File: src/rtl/scc_register_writer.sv
// Write side of the wave-table channel register file: host writes -> six channel register sets.
// Optional SCC_FREQ_LATCH_EN: low freq byte goes to a shadow, high nibble commits both halves.
module scc_register_writer #(
    parameter int           CH_COUNT  = 6,
    parameter logic [7:0]   BASE_ADDR = 8'h80
) (
    input  logic        clk,
    input  logic        reset,
    input  logic        wr,
    input  logic [7:0]  address,
    input  logic [7:0]  wdata,
    output logic        ready,
    output logic [2:0]  active,
    output logic [11:0] freq_a,
    output logic [11:0] freq_b,
    output logic [11:0] freq_c,
    output logic [11:0] freq_d,
    output logic [11:0] freq_e,
    output logic [11:0] freq_f,
    output logic [3:0]  vol_a,
    output logic [3:0]  vol_b,
    output logic [3:0]  vol_c,
    output logic [3:0]  vol_d,
    output logic [3:0]  vol_e,
    output logic [3:0]  vol_f,
    output logic [5:0]  enable,
    output logic [5:0]  freq_reset
);

    // Returns {has_target, channel} for a register-window offset.
    function automatic logic [3:0] decode_target(input logic [7:0] off);
        logic [7:0] rel;
        rel = off - 8'h0C;
        if (off < 8'h0C) begin
`ifdef SCC_FREQ_LATCH_EN
            // Low-byte writes only touch the shadow, which nothing scans.
            return off[0] ? {1'b1, off[3:1]} : 4'b0000;
`else
            return {1'b1, off[3:1]};
`endif
        end else if (off < 8'h12) begin
            return {1'b1, rel[2:0]};
        end
        return 4'b0000;
    endfunction

    logic [2:0]  active_q, active_d;
    logic        ready_q, ready_d;
    logic        pend_vld_q, pend_vld_d;
    logic [7:0]  pend_off_q;
    logic [7:0]  pend_data_q;
    logic [2:0]  pend_ch_q;
    logic [11:0] freq_q [CH_COUNT];
    logic [11:0] freq_nx [CH_COUNT];
    logic [3:0]  vol_q [CH_COUNT];
    logic [3:0]  vol_nx [CH_COUNT];
    logic [5:0]  enable_q, enable_d;
    logic [5:0]  freq_reset_q, freq_reset_d;
`ifdef SCC_FREQ_LATCH_EN
    logic [7:0]  shadow_q [CH_COUNT];
    logic [7:0]  shadow_d [CH_COUNT];
`endif

    logic [7:0]  acc_off;
    logic [3:0]  acc_tgt;
    logic        accept, conflict, pend_go, commit_vld;
    logic [7:0]  commit_off, commit_data, vol_rel;
    logic [2:0]  commit_ch;

    assign accept   = wr & ready_q;
    assign acc_off  = address - BASE_ADDR;
    assign acc_tgt  = decode_target(acc_off);
    assign conflict = accept & acc_tgt[3] & (acc_tgt[2:0] == active_q);
    // ready is low while a write is parked, so the two commit sources never collide.
    assign pend_go     = pend_vld_q & (pend_ch_q != active_q);
    assign commit_vld  = pend_go | (accept & ~conflict);
    assign commit_off  = pend_go ? pend_off_q  : acc_off;
    assign commit_data = pend_go ? pend_data_q : wdata;
    assign commit_ch   = commit_off[3:1];
    assign vol_rel     = commit_off - 8'h0C;

    always_comb begin
        active_d = (active_q == 3'(CH_COUNT - 1)) ? 3'd0 : active_q + 3'd1;
        ready_d    = ready_q;
        pend_vld_d = pend_vld_q;
        if (conflict) begin
            ready_d    = 1'b0;
            pend_vld_d = 1'b1;
        end else if (pend_go) begin
            ready_d    = 1'b1;
            pend_vld_d = 1'b0;
        end
    end

    always_comb begin
        freq_nx      = freq_q;
        vol_nx       = vol_q;
        enable_d     = enable_q;
        freq_reset_d = '0;
`ifdef SCC_FREQ_LATCH_EN
        shadow_d     = shadow_q;
`endif
        if (commit_vld) begin
            if (commit_off < 8'h0C) begin
`ifdef SCC_FREQ_LATCH_EN
                if (!commit_off[0]) begin
                    shadow_d[commit_ch] = commit_data;
                end else begin
                    freq_nx[commit_ch]      = {commit_data[3:0], shadow_q[commit_ch]};
                    freq_reset_d[commit_ch] = 1'b1;
                end
`else
                if (!commit_off[0]) begin
                    freq_nx[commit_ch][7:0]  = commit_data;
                end else begin
                    freq_nx[commit_ch][11:8] = commit_data[3:0];
                end
                freq_reset_d[commit_ch] = 1'b1;
`endif
            end else if (commit_off < 8'h12) begin
                vol_nx[vol_rel[2:0]] = commit_data[3:0];
            end else if (commit_off == 8'h12) begin
                enable_d = commit_data[5:0];
            end
        end
    end

    always_ff @(posedge clk) begin
        if (reset) begin
            active_q     <= '0;
            ready_q      <= 1'b1;
            pend_vld_q   <= 1'b0;
            enable_q     <= '0;
            freq_reset_q <= '0;
            for (int i = 0; i < CH_COUNT; i++) begin
                freq_q[i] <= '0;
                vol_q[i]  <= '0;
`ifdef SCC_FREQ_LATCH_EN
                shadow_q[i] <= '0;
`endif
            end
        end else begin
            active_q     <= active_d;
            ready_q      <= ready_d;
            pend_vld_q   <= pend_vld_d;
            enable_q     <= enable_d;
            freq_reset_q <= freq_reset_d;
            freq_q       <= freq_nx;
            vol_q        <= vol_nx;
`ifdef SCC_FREQ_LATCH_EN
            shadow_q     <= shadow_d;
`endif
        end
    end

    // Pending payload needs no reset: it is only used while pend_vld_q is set.
    always_ff @(posedge clk) begin
        if (conflict) begin
            pend_off_q  <= acc_off;
            pend_data_q <= wdata;
            pend_ch_q   <= acc_tgt[2:0];
        end
    end

    assign ready      = ready_q;
    assign active     = active_q;
    assign enable     = enable_q;
    assign freq_reset = freq_reset_q;
    assign freq_a = freq_q[0];
    assign freq_b = freq_q[1];
    assign freq_c = freq_q[2];
    assign freq_d = freq_q[3];
    assign freq_e = freq_q[4];
    assign freq_f = freq_q[5];
    assign vol_a  = vol_q[0];
    assign vol_b  = vol_q[1];
    assign vol_c  = vol_q[2];
    assign vol_d  = vol_q[3];
    assign vol_e  = vol_q[4];
    assign vol_f  = vol_q[5];

endmodule

File: config.mk
export PLATFORM = sky130hd
export DESIGN_NAME = scc_register_writer
export DESIGN_NICKNAME = d
export VERILOG_FILES = /design/src/rtl/scc_register_writer.sv
export SDC_FILE = /design/constraint.sdc
export NUM_CORES = 1
export LEC_CHECK = 0
export BUFFER_PORTS_ARGS = -buffer_cell sky130_fd_sc_hd__buf_2
export CORE_ASPECT_RATIO = 1.5
export CORE_MARGIN = 10
export CORE_UTILIZATION = 55
export DETAILED_ROUTE_END_ITERATION = 10
export GPL_TIMING_DRIVEN = 0
export PLACE_DENSITY = 0.81
export SYNTH_ARGS = -nofsm -noshare
export SYNTH_HDL_FRONTEND = slang
export SYNTH_SLANG_ARGS = --single-unit
File: constraint.sdc
create_clock -name clk -period 5.7 [get_ports clk]
set_input_delay 0.57 -clock clk [delete_from_list [all_inputs] [get_ports clk]]
set_output_delay 0.57 -clock clk [all_outputs]
set_load 0.01 [all_outputs]
**Word-level counts from Yosys, hierarchy flattened**

Index checks and enable logic that the tools add are counted.

- Word-level logic and storage cells: 82
- Bits in registers: 132
- Bits of input ports: 19
- Output and inout bits: 112

- Add/subtract/negate cells: 4
- Reductions and logical operators: 9
- Order comparisons: 10
- Mux-type cells: 23
- Bitwise gates (word level): 12
- Eq/ne operators: 4

Operators by type and width:

| cell | number |
|---|---|
| 72-bit bitwise mux | 2 |
| 12-bit demux with 3-bit select | 2 |
| 72-bit 2-to-1 mux | 1 |
| 24-bit bitwise mux | 1 |
| 8-bit 2-to-1 mux | 3 |
| 8-bit by 4-bit less-than comparator with 1-bit output, second input constant | 2 |
| 8-bit by 5-bit less-than comparator with 1-bit output, second input constant | 2 |
| 4-bit 2-to-1 mux | 4 |
| 4-bit demux with 3-bit select | 1 |
| 12-bit 2-to-1 mux | 1 |
| 8-bit by 5-bit equality test with 1-bit output, second input constant | 1 |
| 4-bit greater-or-equal comparator, second input constant | 2 |
| 4-bit by 1-bit less-than comparator with 1-bit output, second input constant | 2 |
| 3-bit NOT with 4-bit output | 2 |
| 8-bit subtractor, second input constant | 1 |
| 1-bit 2-to-1 mux | 7 |
| 3-bit subtractor, second input constant | 2 |
| 1-bit AND | 5 |
| 3-bit by 4-bit less-than comparator with 1-bit output, second input constant | 1 |
| 1-bit NOT | 4 |
| 4-bit AND reduction | 1 |
| 3-bit by 1-bit adder with 3-bit output, second input constant | 1 |
| 1-bit demux with 3-bit select | 1 |
| 3-bit equality test | 1 |
| other kinds (10) | 12 |

**Depth between registers and ports, before layout**

- Depth in word-level cells: 12
- Depth in mapped cells: 9
- Mapped depth without buffers: 7

**Worst setup path after synthesis**

Ideal clock, no wire load.

- Path type: input -> register
- Start point: input port address[6]
- End point: register pend_ch_q[0] (enable)
- Data required time: 5276 ps
- Stages: 5
- Data arrival time: 3180 ps
- Buffers on the path: 1
- Slack: 2096 ps
- Library setup time: 424 ps
- Path through: or3b_1 -> buf_2 -> a21o_1 -> or3b_1 -> nor3_1

- Longest elaborated chain between the ends: 7
- Elaborated cells on any way between the ends: 10
- Those cells by class: add/sub: 1; order compare: 2; eq/ne: 1; mux: 4; bitwise: 2

RTL lines:

| item | RTL line | source |
|---|---|---|
| start, declared | 10 | `input logic [7:0] address,` |
| 8-bit subtractor * | 71 | `assign acc_off = address - BASE_ADDR;` |
| 8-bit by 5-bit less-than comparator with 1-bit output | 41 | `end else if (off < 8'h12) begin` |
| 1-bit 2-to-1 mux | 41 |  |
| 1-bit 2-to-1 mux | 34 | `if (off < 8'h0C) begin` |
| 4-bit 2-to-1 mux * | 44 | `return 4'b0000;` |
| 3-bit equality test / 1-bit AND (equally long branches) | 73 | `assign conflict = accept & acc_tgt[3] & (acc_tgt[2:0] == active_q);` |
| 1-bit AND * | 73 |  |
| named net conflict | 66 | `logic accept, conflict, pend_go, commit_vld;` |
| end signal, assigned | 161 | `pend_ch_q <= acc_tgt[2:0];` |
| end, declared | 52 | `logic [2:0] pend_ch_q;` |

Mark *: on every way through the listed nets, which the timed path passes. The rest lies on a longest branch.
A chain may end at the register's enable or synchronous reset.

**Worst setup path in the final report**

- Start point: register active_q[0], in the netlist active[0]
- End point: register freq_q (netlist bit freq_c[10])

- Longest elaborated chain between the ends: 10
- Elaborated cells on any way between the ends: 21
- Those cells by class: order compare: 3; eq/ne: 2; mux: 8; bitwise: 6; reduce/logical: 2

RTL lines:

| item | RTL line | source |
|---|---|---|
| start, declared | 47 | `logic [2:0] active_q, active_d;` |
| start signal, assigned | 143 | `active_q <= active_d;` |
| 3-bit != test | 75 | `assign pend_go = pend_vld_q & (pend_ch_q != active_q);` |
| 1-bit AND | 75 |  |
| 8-bit 2-to-1 mux | 77 | `assign commit_off = pend_go ? pend_off_q : acc_off;` |
| 3-bit NOT with 4-bit output (implied by the code) | 114, 116 |  |
| 4-bit greater-or-equal comparator (implied by the code) / 4-bit by 1-bit less-than comparator with 1-bit output (equally long branches) | 116 | `freq_nx[commit_ch][11:8] = commit_data[3:0];` |
| 1-bit logical AND (implied by the code) | 116 |  |
| 12-bit 2-to-1 mux (implied by the code) | 116 |  |
| 12-bit demux with 3-bit select | 116 |  |
| 72-bit bitwise mux | 116 |  |
| 72-bit 2-to-1 mux | 113 | `if (!commit_off[0]) begin` |
| end signal, assigned | 148 | `freq_q <= freq_nx;` |
| end, declared | 53 | `logic [11:0] freq_q [CH_COUNT];` |

Several ways; a longest one is shown, not always the timed one.

==> impl_metrics.toml <==
[yosys]
synth-async-reset-ratio_pct = 0
synth_compound_area_share_pct = 8.74
synth_common_cells = "113 x dfxtp_1, 80 x mux2i_1, 68 x nand2b_1"
syn_area_per_cell_um2 = 10.5
synth-main-ff-cell = "dfxtp_1"
synth.most_common_cell = "dfxtp_1"
synth_area_um2 = 5620
yosysWarnings = 0
ys_seq_area_share_pct = 50.4
synth-xor-area-share_pct = 0.623
synth_nets = 558
yosysTopAreaCellShare_pct = 40.2
syn_inst = 537
yosys.area_share.simple_pct = 22.0
synthAdderAreaFrac_pct = 0.445
synth_top_family_by_area = "simple AND/OR/NAND/NOR gates"
synth_mux_area_share_pct = 14.5
ys_ff_latch = 132
synth_edf_count = 19
synth_largest_area_cell = "dfxtp_1"
synth_area_leaders = "dfxtp_1 40%, mux2i_1 14%, edfxtp_1 10%, nand2b_1 7.6%, nand3b_1 3.2%"
ys_types = 53

[global_routing]
grt_pass1_wl_mm = 24.7
globalRouteOverflowTotal = 0
grt_start_max_net_pins = 17
antenna_found_initial = 0
grt_usage_pct = 21.6
grt_pass1_vias = 4788

[sta]
setup_ws_ns = 2.41
hold_viol = 0
fin_worst_skew_ns = 0.00946
fin_crit_sh_pct = 57.7
min_period_ns = 3.29
setup_viol = 0
drv_slew = 0
clock.fmax_mhz = 304
fin_tns_setup_ns = 0
slew_headroom_pct = 30.2
rsz0062_at_grt = "no"
hold_slack_ns = 0.343
tightest_slew_ns = 1.04

[route]
drt_wl_total_mm = 15.5
drt-vias-per-instance = 5.56
routed-wl-met3_mm = 1.12
wl_per_cell_um = 19.0
final_antenna_net_count = 0
wl_met2_mm = 8.06
vias = 4546
firstDrtPassIters = 6
top_layer_used = "met4"
drt_drc_violations_left = 0
drt-met1-wl_mm = 5.97
drtIter0Drc = 247

[cells_and_area]
area_growth_pct = 25.7
diodes = 0
seq_area_um2 = 2830
fillers = 770
fin_nets = 708
layoutNonFillerInstCount = 817
layout-drive-gt1-share_pct = 27.6
multiInputGateArea_um2 = 2610

[critical_path]
crit_path_cell_trace = "xor2_1 -> o31ai_1 -> clkbuf_1 -> buf_1 -> nand2_1 -> a21o_1 -> clkbuf_1 -> clkbuf_1 -> mux2i_1"
cp_max_fo = 10
crit_arrival_ns = 3.62
worstPathBufferInverterCount = 4
critPathRequiredTime_ns = 6.03
crit_path_frequent_cell = "clkbuf_1"
rrSetupSlack_ns = 2.41
worstSetupPathType = "register to register"
cpPeakStageDelay_ns = 0.53
crit_family = "buffers and inverters"
critPathLaunchType = "register"
cp-end-kind = "register"
cp_slowest_cell = "dfxtp_1"

[floorplanning]
start_util_pct = 55.8
pin_count = 131
die_h_um = 144
dieWidth_um = 103
dieArea_um2 = 14800
rows = 45
coreArea_um2 = 10100

[run]
cap_violations = 0

[place]
place_ws_ns = 2.49
gp_congestion = 0.903
port_buffers = 130
dp_cells = 785
hpwlAfterDp_mm = 11.6

[clock_tree]
root_buffer = "clkbuf_16"
ctsResizeCount = 0
clockBufferDepth = 2
numCtsBuffers = 17
clock_latency_ns = 0.41
h-tree-depth = 4
cts_hold_buffers = 0
path_clk_slew_ns = 0.06
cts_setup_buffers = 0
cts_tree = "done"
cts.sinks = 132

[status]
status = "complete, no violations"

[worst_hold_path]
hold_class = "primary input to register"

[power]
p_per_area_nw_per_um2 = 312
ir_drop_v = 0.000271
power_leakage_nw = 3.14
-- sequential cells by signal (all words and copies together), names as in the netlist, 6 cells and up --
| register | cells |
|---|---|
| freq_d | 12 |
| pend_data_q | 8 |
| freq_e | 12 |
| freq_a | 12 |
| enable | 6 |
| freq_c | 12 |
| freq_b | 12 |
| freq_reset | 6 |
| pend_off_q | 8 |
| freq_f | 12 |
-- stage by stage --
stage | power [mW] | utilization, % | area, µm²
3_3_place_gp | 1.08 | 63.7 | 6420
3_5_place_dp | 1.09 | 63.9 | 6440
4_1_cts | 2.22 | 70.2 | 7070
2_1_floorplan | 1.05 | - | 5620
5_1_grt | 2.27 | 70.2 | 7070
6_report | 2.21 | 70.2 | 7070
-- cell families after synthesis --
group | Yosys count
AO/OA/AOI/OAI | 70
XOR/XNOR | 4
adder cells (fa/ha/maj) | 2
buffers and inverters | 44
flip-flops | 132
multiplexers | 81
AND/OR/NAND/NOR | 204
-- cell usage in the layout, fill, tap and decap left out, types with 4 or more instances in the layout --
cell type / Yosys / routed
nor4_4: 4 / 4
a21oi_1: 8 / 8
nor2b_1: 6 / 6
buf_4: 4 / 4
clkbuf_16: 0 / 19
a21o_1: 8 / 8
nor2_1: 32 / 32
nand2_1: 28 / 28
a31oi_1: 6 / 6
clkbuf_1: 24 / 25
edfxtp_1: 19 / 19
dfxtp_1: 113 / 113
nor3_1: 12 / 11
nand3b_1: 24 / 24
inv_1: 7 / 7
o21ai_1: 18 / 18
nand2b_1: 68 / 68
o21ai_0: 7 / 7
mux2i_1: 80 / 80
buf_2: 7 / 137
nand3_1: 8 / 8
-- final timing paths --
check,startpoint,to,cells after the start
max,active[0],freq_c[10],9
min,address[6],pend_off_q[6],1
max reg2reg,active[0],freq_c[10],9
min reg2reg,vol_c[0],vol_c[0],2
-- area by class of cell --
type | instances | area share, %
clock buffer | 21 | 6.97
clock inverter | 11 | 1.93
timing repair buffer | 131 | 9.41
multi-input combinational | 361 | 36.9
inverter | 7 | 0.372
sequential | 132 | 40.1
tap | 117 | 2.07
buffer | 37 | 2.30
-- layer usage --
layer	vias to the layer above	global-route usage, %
met2	171	36.8
met3	36	6.82
met4	0	8.42
met5	-	0
met1	2156	24.2
li1	2183	-
-- worst register-to-register path: stages, from the launching register on --
cell	delay, ns
dfxtp_1	0.53
xor2_1	0.16
o31ai_1	0.45
clkbuf_1	0.44
buf_1	0.45
nand2_1	0.11
a21o_1	0.19
clkbuf_1	0.30
clkbuf_1	0.35
mux2i_1	0.22
-- where the power goes --
part | switching, mW | internal [mW]
clock | 0.424 | 0.717
combinational | 0.0735 | 0.0415
sequential | 0.00506 | 0.947
Note: power is estimated with default switching activity, not from simulation.
